<file path="src/rtl/hu_fwd_scoreboard.sv">
`default_nettype none
// +----------------------------------------------------------------------+
// | hu_fwd_scoreboard                                                    |
// | E-stage operand forwarding with a long-latency write scoreboard.     |
// | Revision: 1.0                                                        |
// +----------------------------------------------------------------------+
module hu_fwd_scoreboard #(
  parameter int XLEN    = 32,
  parameter int NSRC    = 3,
  parameter int NPEND   = 4,
  parameter int TIMEOUT = 255,
  parameter int TAGW    = $clog2(NPEND)
) (
  input  logic                 clk,
  input  logic                 rst,
  input  logic [4:0]           rs1_E,
  input  logic [4:0]           rs2_E,
  input  logic [4:0]           rd_E,
  input  logic                 ren_E,
  input  logic                 we_E,
  input  logic                 auipc_E,
  input  logic                 src_reg_E,
  input  logic [XLEN-1:0]      pc_E,
  input  logic [XLEN-1:0]      imm_E,
  input  logic [XLEN-1:0]      rdata1_E,
  input  logic [XLEN-1:0]      rdata2_E,
  input  logic [NSRC-1:0]      src_we,
  input  logic [NSRC-1:0]      src_rdy,
  input  logic [5*NSRC-1:0]    src_rd,
  input  logic [XLEN*NSRC-1:0] src_data,
  input  logic                 alloc_valid,
  input  logic [4:0]           alloc_rd,
  output logic                 alloc_ready,
  output logic [TAGW-1:0]      alloc_tag,
  input  logic                 ret_valid,
  input  logic [TAGW-1:0]      ret_tag,
  input  logic [XLEN-1:0]      ret_data,
  output logic [XLEN-1:0]      op_a,
  output logic [XLEN-1:0]      op_b,
  output logic [XLEN-1:0]      rs2_fwd,
  output logic                 stall_E,
  output logic [15:0]          stall_cnt,
  output logic                 hang_err,
  output logic                 ret_err
);

  localparam int RUNW = $clog2(TIMEOUT + 1);

  logic [NPEND-1:0] r_busy;
  logic [NPEND-1:0] r_newest;
  logic [4:0]       r_rd [NPEND];
  logic [15:0]      r_stall_cnt;
  logic [RUNW-1:0]  r_run;
  logic             r_hang;
  logic             r_ret_err;

  logic [NPEND-1:0] w_pend;
  logic             w_ret_hit;
  logic [4:0]       w_rs  [2];
  logic [XLEN-1:0]  w_rf  [2];
  logic [XLEN-1:0]  w_val [2];
  logic [1:0]       w_opstall;
  logic             w_waw;
  logic             w_free_any;
  logic [TAGW-1:0]  w_free_tag;

  assign w_ret_hit = ret_valid & r_busy[ret_tag];
  assign w_rs[0]   = rs1_E;
  assign w_rs[1]   = rs2_E;
  assign w_rf[0]   = rdata1_E;
  assign w_rf[1]   = rdata2_E;

  // Busy entries whose result is not arriving this cycle.
  generate
    for (genvar j = 0; j < NPEND; j++) begin : g_pend
      assign w_pend[j] = r_busy[j] & ~(ret_valid & (ret_tag == TAGW'(j)));
    end
  endgenerate

  always_comb begin
    for (int k = 0; k < 2; k++) begin
      logic hit;
      hit          = 1'b0;
      w_val[k]     = '0;
      w_opstall[k] = 1'b0;
      if (ren_E && w_rs[k] != 5'd0) begin
        // An unready source blocks the operand; older sources are never consulted.
        for (int i = 0; i < NSRC; i++) begin
          if (!hit && src_we[i] && src_rd[i*5 +: 5] == w_rs[k]) begin
            hit = 1'b1;
            if (src_rdy[i]) w_val[k] = src_data[i*XLEN +: XLEN];
            else            w_opstall[k] = 1'b1;
          end
        end
        if (!hit) begin
          w_val[k] = w_rf[k];
          if (w_ret_hit && r_rd[ret_tag] == w_rs[k] && r_newest[ret_tag])
            w_val[k] = ret_data;
          for (int j = 0; j < NPEND; j++)
            if (w_pend[j] && r_rd[j] == w_rs[k]) w_opstall[k] = 1'b1;
        end
      end
    end
  end

  always_comb begin
    w_waw = 1'b0;
    for (int j = 0; j < NPEND; j++)
      if (w_pend[j] && r_rd[j] == rd_E) w_waw = 1'b1;
    w_waw = w_waw & we_E & (rd_E != 5'd0);
  end

  always_comb begin
    w_free_any = 1'b0;
    w_free_tag = '0;
    for (int j = NPEND - 1; j >= 0; j--) begin
      if (!r_busy[j]) begin
        w_free_any = 1'b1;
        w_free_tag = TAGW'(j);
      end
    end
  end

  assign op_a        = auipc_E ? pc_E : w_val[0];
  assign op_b        = src_reg_E ? w_val[1] : imm_E;
  assign rs2_fwd     = w_val[1];
  assign stall_E     = w_opstall[0] | w_opstall[1] | w_waw;
  assign alloc_ready = w_free_any;
  assign alloc_tag   = w_free_tag;
  assign stall_cnt   = r_stall_cnt;
  assign hang_err    = r_hang;
  assign ret_err     = r_ret_err;

  always_ff @(posedge clk or posedge rst) begin
    if (rst) begin
      r_busy      <= '0;
      r_newest    <= '0;
      for (int j = 0; j < NPEND; j++) r_rd[j] <= 5'd0;
      r_stall_cnt <= 16'd0;
      r_run       <= '0;
      r_hang      <= 1'b0;
      r_ret_err   <= 1'b0;
    end else begin
      if (ret_valid) begin
        if (r_busy[ret_tag]) begin
          r_busy[ret_tag]   <= 1'b0;
          r_newest[ret_tag] <= 1'b0;
        end else begin
          r_ret_err <= 1'b1;
        end
      end
      // The free tag was sampled before this edge's return, so they never collide.
      if (alloc_valid && w_free_any) begin
        for (int j = 0; j < NPEND; j++)
          if (r_busy[j] && r_rd[j] == alloc_rd) r_newest[j] <= 1'b0;
        r_busy[w_free_tag]   <= 1'b1;
        r_newest[w_free_tag] <= 1'b1;
        r_rd[w_free_tag]     <= alloc_rd;
      end
      if (stall_E) begin
        if (r_stall_cnt != 16'hFFFF) r_stall_cnt <= r_stall_cnt + 16'd1;
        if (r_run != RUNW'(TIMEOUT)) r_run <= r_run + 1'b1;
        if (r_run >= RUNW'(TIMEOUT - 1)) r_hang <= 1'b1;
      end else begin
        r_run <= '0;
      end
    end
  end

endmodule
`default_nettype wire

</file>
<file path="config.mk">
export PLATFORM = sky130hd
export DESIGN_NAME = hu_fwd_scoreboard
export DESIGN_NICKNAME = d
export VERILOG_FILES = /design/src/rtl/hu_fwd_scoreboard.sv
export SDC_FILE = /design/constraint.sdc
export NUM_CORES = 1
export LEC_CHECK = 0
export ABC_AREA = 0
export CORE_AREA = 4 4 162 164
export DETAILED_ROUTE_END_ITERATION = 6
export DIE_AREA = 0 0 166 168
export HOLD_SLACK_MARGIN = 0.03
export PLACE_DENSITY = 0.64
export SYNTH_ARGS = -nofsm -noshare
export SYNTH_HDL_FRONTEND = slang
export SYNTH_SLANG_ARGS = --single-unit
</file>
<file path="constraint.sdc">
create_clock -name clk -period 3.9 [get_ports clk]
set_input_delay 0.78 -clock clk [delete_from_list [all_inputs] [get_ports clk]]
set_output_delay 0.78 -clock clk [all_outputs]
set_load 0.02 [all_outputs]
</file>
==> impl_metrics.toml, run 1 <==
[drt]
wl_per_cell_um = 25.3
drt_iter0_markers = 1149
firstDrtPassIters = 7
drt-vias-per-instance = 5.59
num_vias = 9614
drtAntennaViolNets = 0
wirelength_um = 43500
drc = 50

[global_route]
grt_pass1_wl_um = 61800
grt_max_degree = 39
grt_pass1_vias = 9309
grt-ovfl-total = 0
antenna_found_initial = 24
grtUsageTotal_pct = 28.6

[synth]
synth_area_um2 = 7120
synth-seq-cells = 54
synthArstFlopShare_pct = 100
ys_top_cells_by_area = "dfrtp_1 (19%), xnor2_1 (9.6%), mux2i_1 (9.0%)"
yosys_warnings = 0
ys_seq_area_share_pct = 19.0
ys_types = 56
netlist_instances = 868
synth_area_per_cell_um2 = 8.20
synth_top_area_share_pct = 19.0
syn-num-nets = 1178
synthFlopType = "dfrtp_1"
yosysTopAreaCell = "dfrtp_1"
synth_edf_count = 0

[placement]
dpl.hpwl_um = 34700
portBuffers = 424
gp_congestion = 1.01

[floorplanning]
rows = 58
die_area_um2 = 27900
start_util_pct = 28.6
die_y_um = 168
die_w_um = 166
io_pins = 425
design.core.area_um2 = 24900

[worst_setup_path]
cpMostUsedCell = "buf_12"
crit_required_ns = 3.12
critPathMaxFanout = 7
slowest_stage = "a222oi_1"
cp_top_family = "compound AO/OA/AOI/OAI gates"
crit_buf_inv = 4
cp-end-kind = "output port"
cpPeakStageDelay_ns = 0.54
cp_data_arrival_time_ns = 3.06
rr_startpoint = "r_rd[5]$_DFFE_PP0P_"
critPathLaunch = "rs2_E[4]"
startpoint_type = "input port"
worstSetupPathType = "in2out"
cp_cell_sequence = "buf_2 -> xor2_1 -> nor4_2 -> nand3_2 -> nand2_2 -> nor2_4 -> buf_12 -> buf_12 -> a222oi_1 -> o21a_1 -> o22ai_1 -> buf_4"

[clock_tree]
cts-root-buf = "clkbuf_16"
cts_buffer_depth = 2
insertion_delay_ns = 0.29
cts_buffers = 5
path_clk_slew_ns = 0.07
htreeDepth = 2
cts.sinks = 54
cts_tree = "yes"

[sta]
grt_setup_unrepaired = "true"
hold_viol_final = 0
worst_slew_pin_slew_ns = 0.811
tns_ns = 0
whs_ns = 0.457
post-route-min-period_ns = 3.84
slew_viol_final = 0
period_share_pct = 98.6
slew-limit-headroom_pct = 45.9
setup_viol = 0
fmax_mhz = 260
fin_skew_ns = 0.00443

[outcome]
violations = "DRC"
outcome = "finished with violations"

[final_layout]
final_cell_mix = "clkdlybuf4s50_1 (299), buf_4 (176), xnor2_1 (76), mux2i_1 (62), a222oi_1 (60)"
mostFrequentLayoutCell = "clkdlybuf4s50_1"
layout-drive-gt1-share_pct = 28.7
fillers = 2280
nets = 1692
syn_to_final_growth_pct = 88.2

[worst_hold_path]
hp-start = "ret_err$_DFFE_PP0P_"
min_path_type = "reg2reg"

[pwr]
powerDensity_nw_per_um2 = 307
p_leak_uw = 0.00536
ir_drop_v = 0.000312

[flow_run]
drv_cap = 0
-- power breakdown --
group | internal, uW | switching, uW
clock | 232 | 192
combinational | 1440 | 1370
sequential | 738 | 140
-- registers in the layout, indices dropped and copies added, names as in the netlist --
signal and count:
r_newest 4, r_run 8, r_busy 4, ret_err 1, r_rd 20, hang_err 1
stall_cnt 16
-- path summary, 6_finish.rpt --
| kind | cells past startpoint | slack, ns | to |
|---|---|---|---|
| worst max-delay path | 12 | 0.06 | op_b[18] |
| worst min register to register | 1 | 0.46 | ret_err$_DFFE_PP0P_ |
| worst max register to register | 10 | 1.04 | stall_cnt[12]$_DFFE_PP0P_ |
| worst min-delay path | 1 | 0.46 | ret_err$_DFFE_PP0P_ |
| min in group asynchronous | 2 | 0.97 | stall_cnt[1]$_DFFE_PP0P_ |
| max in group asynchronous | 3 | 2.28 | r_rd[10]$_DFFE_PP0P_ |
-- through the flow --
stage	total power (uW)	util, %	instance area [um2]	instances	setup WS [ns]
CTS	4040	52.6	13100	1693	-0.0963
global placement	3560	51.0	12700	1660	-0.845
global route	4340	53.7	13400	1713	-0.0504
floorplan	2380	-	7120	868	0.0480
finish	4110	53.8	13400	1719	0.0561
detailed placement	3590	51.0	12700	1660	-0.897
-- cell type report --
| cell class | instances | area (um2) | area share [%] |
|---|---|---|---|
| multi-input cells | 669 | 5530 | 41.3 |
| flip-flops and latches | 54 | 1350 | 10.1 |
| well taps | 330 | 413 | 3.08 |
| repair buffers | 609 | 5780 | 43.2 |
| inverters | 43 | 161 | 1.21 |
| clock buffers | 5 | 125 | 0.934 |
| diodes | 7 | 17.5 | 0.131 |
| clock inverters | 2 | 10.0 | 0.0747 |
-- synthesized netlist by cell type (all sizes together) (30+ instances only) --
cell type	n
a222oi	60
and2	30
clkbuf	73
dfrtp	54
inv	43
mux2i	64
nand2	42
nand3	33
nor2	49
o21a	33
o22ai	32
xnor2	78
xor2	58
-- kinds of logic (layout without fill, tap and decap cells) --
logic type / after synthesis / after routing / share of synthesized area, %
simple gates: 221 / 221 / 16.1
compound gates: 214 / 214 / 24.3
buf+inv: 145 / 659 / 8.40
xor+xnor: 136 / 136 / 16.7
mux: 95 / 95 / 15.0
flops: 54 / 54 / 19.0
fa+ha+maj: 3 / 3 / 0.527
other cells: 0 / 7 / 0
-- what timing repair did --
| action | 4_1_cts | 5_1_grt |
|---|---|---|
| cloned | 6 | 3 |
| hold buffers | 0 | 0 |
| gates resized for setup | 522 | 118 |
| buffers inserted | 22 | 20 |
| pin swaps | 73 | 51 |
| endpoints found under the setup margin | 97 | 92 |
-- metal layers --
| layer | GRT usage (%) | share of wire [%] | up-vias | wire length (um) |
|---|---|---|---|---|
| met1 | 36.6 | 40 | 4588 | 17300 |
| met5 | 0 | 0.58 | - | 254 |
| met4 | 4.41 | 2.0 | 40 | 869 |
| met3 | 13.4 | 14 | 106 | 6030 |
| li1 | - | - | 4274 | - |
| met2 | 45.1 | 44 | 606 | 19100 |
(Power assumes the default switching activity.)
==> inputs of run 2 (changes only) <==
--- a/config.mk
+++ b/config.mk
@@ -6,11 +6,14 @@
 export NUM_CORES = 1
 export LEC_CHECK = 0
 export ABC_AREA = 0
-export CORE_AREA = 4 4 162 164
+export CAP_MARGIN = 20
+export CELL_PAD_IN_SITES_DETAIL_PLACEMENT = 1
+export CELL_PAD_IN_SITES_GLOBAL_PLACEMENT = 1
+export CORE_MARGIN = 4
+export CORE_UTILIZATION = 27
 export DETAILED_ROUTE_END_ITERATION = 6
-export DIE_AREA = 0 0 166 168
 export HOLD_SLACK_MARGIN = 0.03
-export PLACE_DENSITY = 0.64
+export PLACE_DENSITY = 0.84
 export SYNTH_ARGS = -nofsm -noshare
 export SYNTH_HDL_FRONTEND = slang
 export SYNTH_SLANG_ARGS = --single-unit
==> run 2 against run 1 <==
Wire length is 19% higher. The run ends with DRC, setup timing left. Largest power group unchanged. Register-to-register slack worse by 0.11 ns. Utilization is 0.87 points higher. Non-clock buffer count is 16 higher. First-iteration DRC count is 19% lower. Final cell count is 3.0% higher. Via count is 6.4% higher. Power is 5.7% higher.
==> impl_metrics.toml, run 2 (synthesis results as in run 1) <==
[outcome]
outcome = "finished with violations"
violations = "DRC, setup timing"

[global_route]
grt-ovfl-total = 0
grt_pass1_wl_um = 70600
grt_max_degree = 43
grtUsageTotal_pct = 32.4
grt_pass1_vias = 10756
antenna_found_initial = 37

[sta]
setup_viol = 49
hold_viol_final = 0
worst_slew_pin_slew_ns = 0.713
fmax_mhz = 243
tns_ns = -2.44
whs_ns = 0.477
fin_skew_ns = 0.00764
period_share_pct = 106
fin_ws_ns = -0.218
slew-limit-headroom_pct = 52.4
grt_setup_unrepaired = "true"
post-route-min-period_ns = 4.12
slew_viol_final = 0

[floorplanning]
die_y_um = 170
start_util_pct = 27.4
die_w_um = 170
io_pins = 425
die_area_um2 = 29000
design.core.area_um2 = 26000
rows = 59

[placement]
dpl.hpwl_um = 38700
place_area_um2 = 12700
gp_congestion = 0.988
portBuffers = 424

[drt]
drt-vias-per-instance = 5.78
wl_per_cell_um = 29.2
firstDrtPassIters = 7
num_vias = 10229
wirelength_um = 51700
drt_iter0_markers = 936
drc = 9
drtAntennaViolNets = 0

[final_layout]
syn_to_final_growth_pct = 99.6
mostFrequentLayoutCell = "clkdlybuf4s50_1"
regMostFlops = "r_rd"
largest_reg_flops = 20
layout-drive-gt1-share_pct = 32.6
utilization_pct = 54.7
nets = 1709
final_cell_mix = "clkdlybuf4s50_1 (299), buf_4 (173), xnor2_1 (75), buf_6 (62), a222oi_1 (60)"
final_cell_area_um2 = 14200

[worst_setup_path]
cp_data_arrival_time_ns = 3.34
startpoint_type = "input port"
worstSetupPathType = "in2out"
crit_required_ns = 3.12
cp-end-kind = "output port"
critPathMaxFanout = 6

[clock_tree]
insertion_delay_ns = 0.29
cts_buffer_depth = 2
path_clk_slew_ns = 0.07
cts.sinks = 54
cts_buffers = 5
cts_tree = "yes"
cts-root-buf = "clkbuf_16"
htreeDepth = 2

[pwr]
powerDensity_nw_per_um2 = 306
total_power_uw = 4350
p_leak_uw = 0.00563
ir_drop_v = 0.000512

[worst_hold_path]
min_path_type = "reg2reg"

[flow_run]
drv_cap = 0
[run 2: worst paths after layout]
path                                startpoint                         to  slack (ns)  cells past startpoint
max reg2reg                r_busy[1]$_DFF_PP0_  stall_cnt[15]$_DFFE_PP0P_        0.93                     10
min                        ret_err$_DFFE_PP0P_        ret_err$_DFFE_PP0P_        0.48                      1
min in group asynchronous                  rst      r_newest[1]$_DFF_PP0_        0.78                      2
max                                 ret_tag[0]                   op_a[30]       -0.22                     13
max in group asynchronous                  rst       r_rd[10]$_DFFE_PP0P_        2.59                      3
min reg2reg                ret_err$_DFFE_PP0P_        ret_err$_DFFE_PP0P_        0.48                      1
[run 2: metrics by stage]
stage          cells  setup WS, ns
3_5_place_dp    1668         -1.25
3_3_place_gp    1667         -1.23
5_1_grt         1770        -0.265
6_report        1770        -0.218
4_1_cts         1729        -0.167
2_1_floorplan    868        0.0480
[run 2: layout make-up]
cell class,count,area [um2]
fill,2934,11800
clock inverter,1,5.00
tap,335,419
clock buffer,7,143
timing repair buffer,625,6200
antenna,35,87.6
sequential,54,1350
multi-input combinational,670,5840
inverter,43,161
[run 2: critical path: stages]
cell and delay [ns]:
buf_8 0.08, buf_12 0.12, buf_6 0.10, mux4_2 0.57, xor2_1 0.18, nor4_1 0.19, and3_4 0.28, buf_6 0.11
buf_8 0.12, buf_4 0.12, mux2i_1 0.27, o221ai_1 0.21, buf_4 0.20
[run 2: repair_timing]
action,4_1_cts,5_1_grt
setup endpoints to repair,107,96
hold buffers,0,0
buffers inserted,42,16
pin swaps,74,74
gates cloned,13,1
resized for setup,604,183
[run 2: where the power goes]
| part | internal [uW] | switching (uW) | leakage (uW) |
|---|---|---|---|
| Combinational | 1510 | 1510 | 0.00488 |
| Clock | 255 | 195 | 0.0000741 |
| Sequential | 738 | 142 | 0.000678 |
[run 2: routing by layer]
layer	GRT usage (%)	routed length [um]	vias up
met5	0	0	-
met4	24.5	4290	0
met3	5.95	3430	177
met2	57.2	26400	586
met1	34.0	17600	5123
li1	-	-	4343
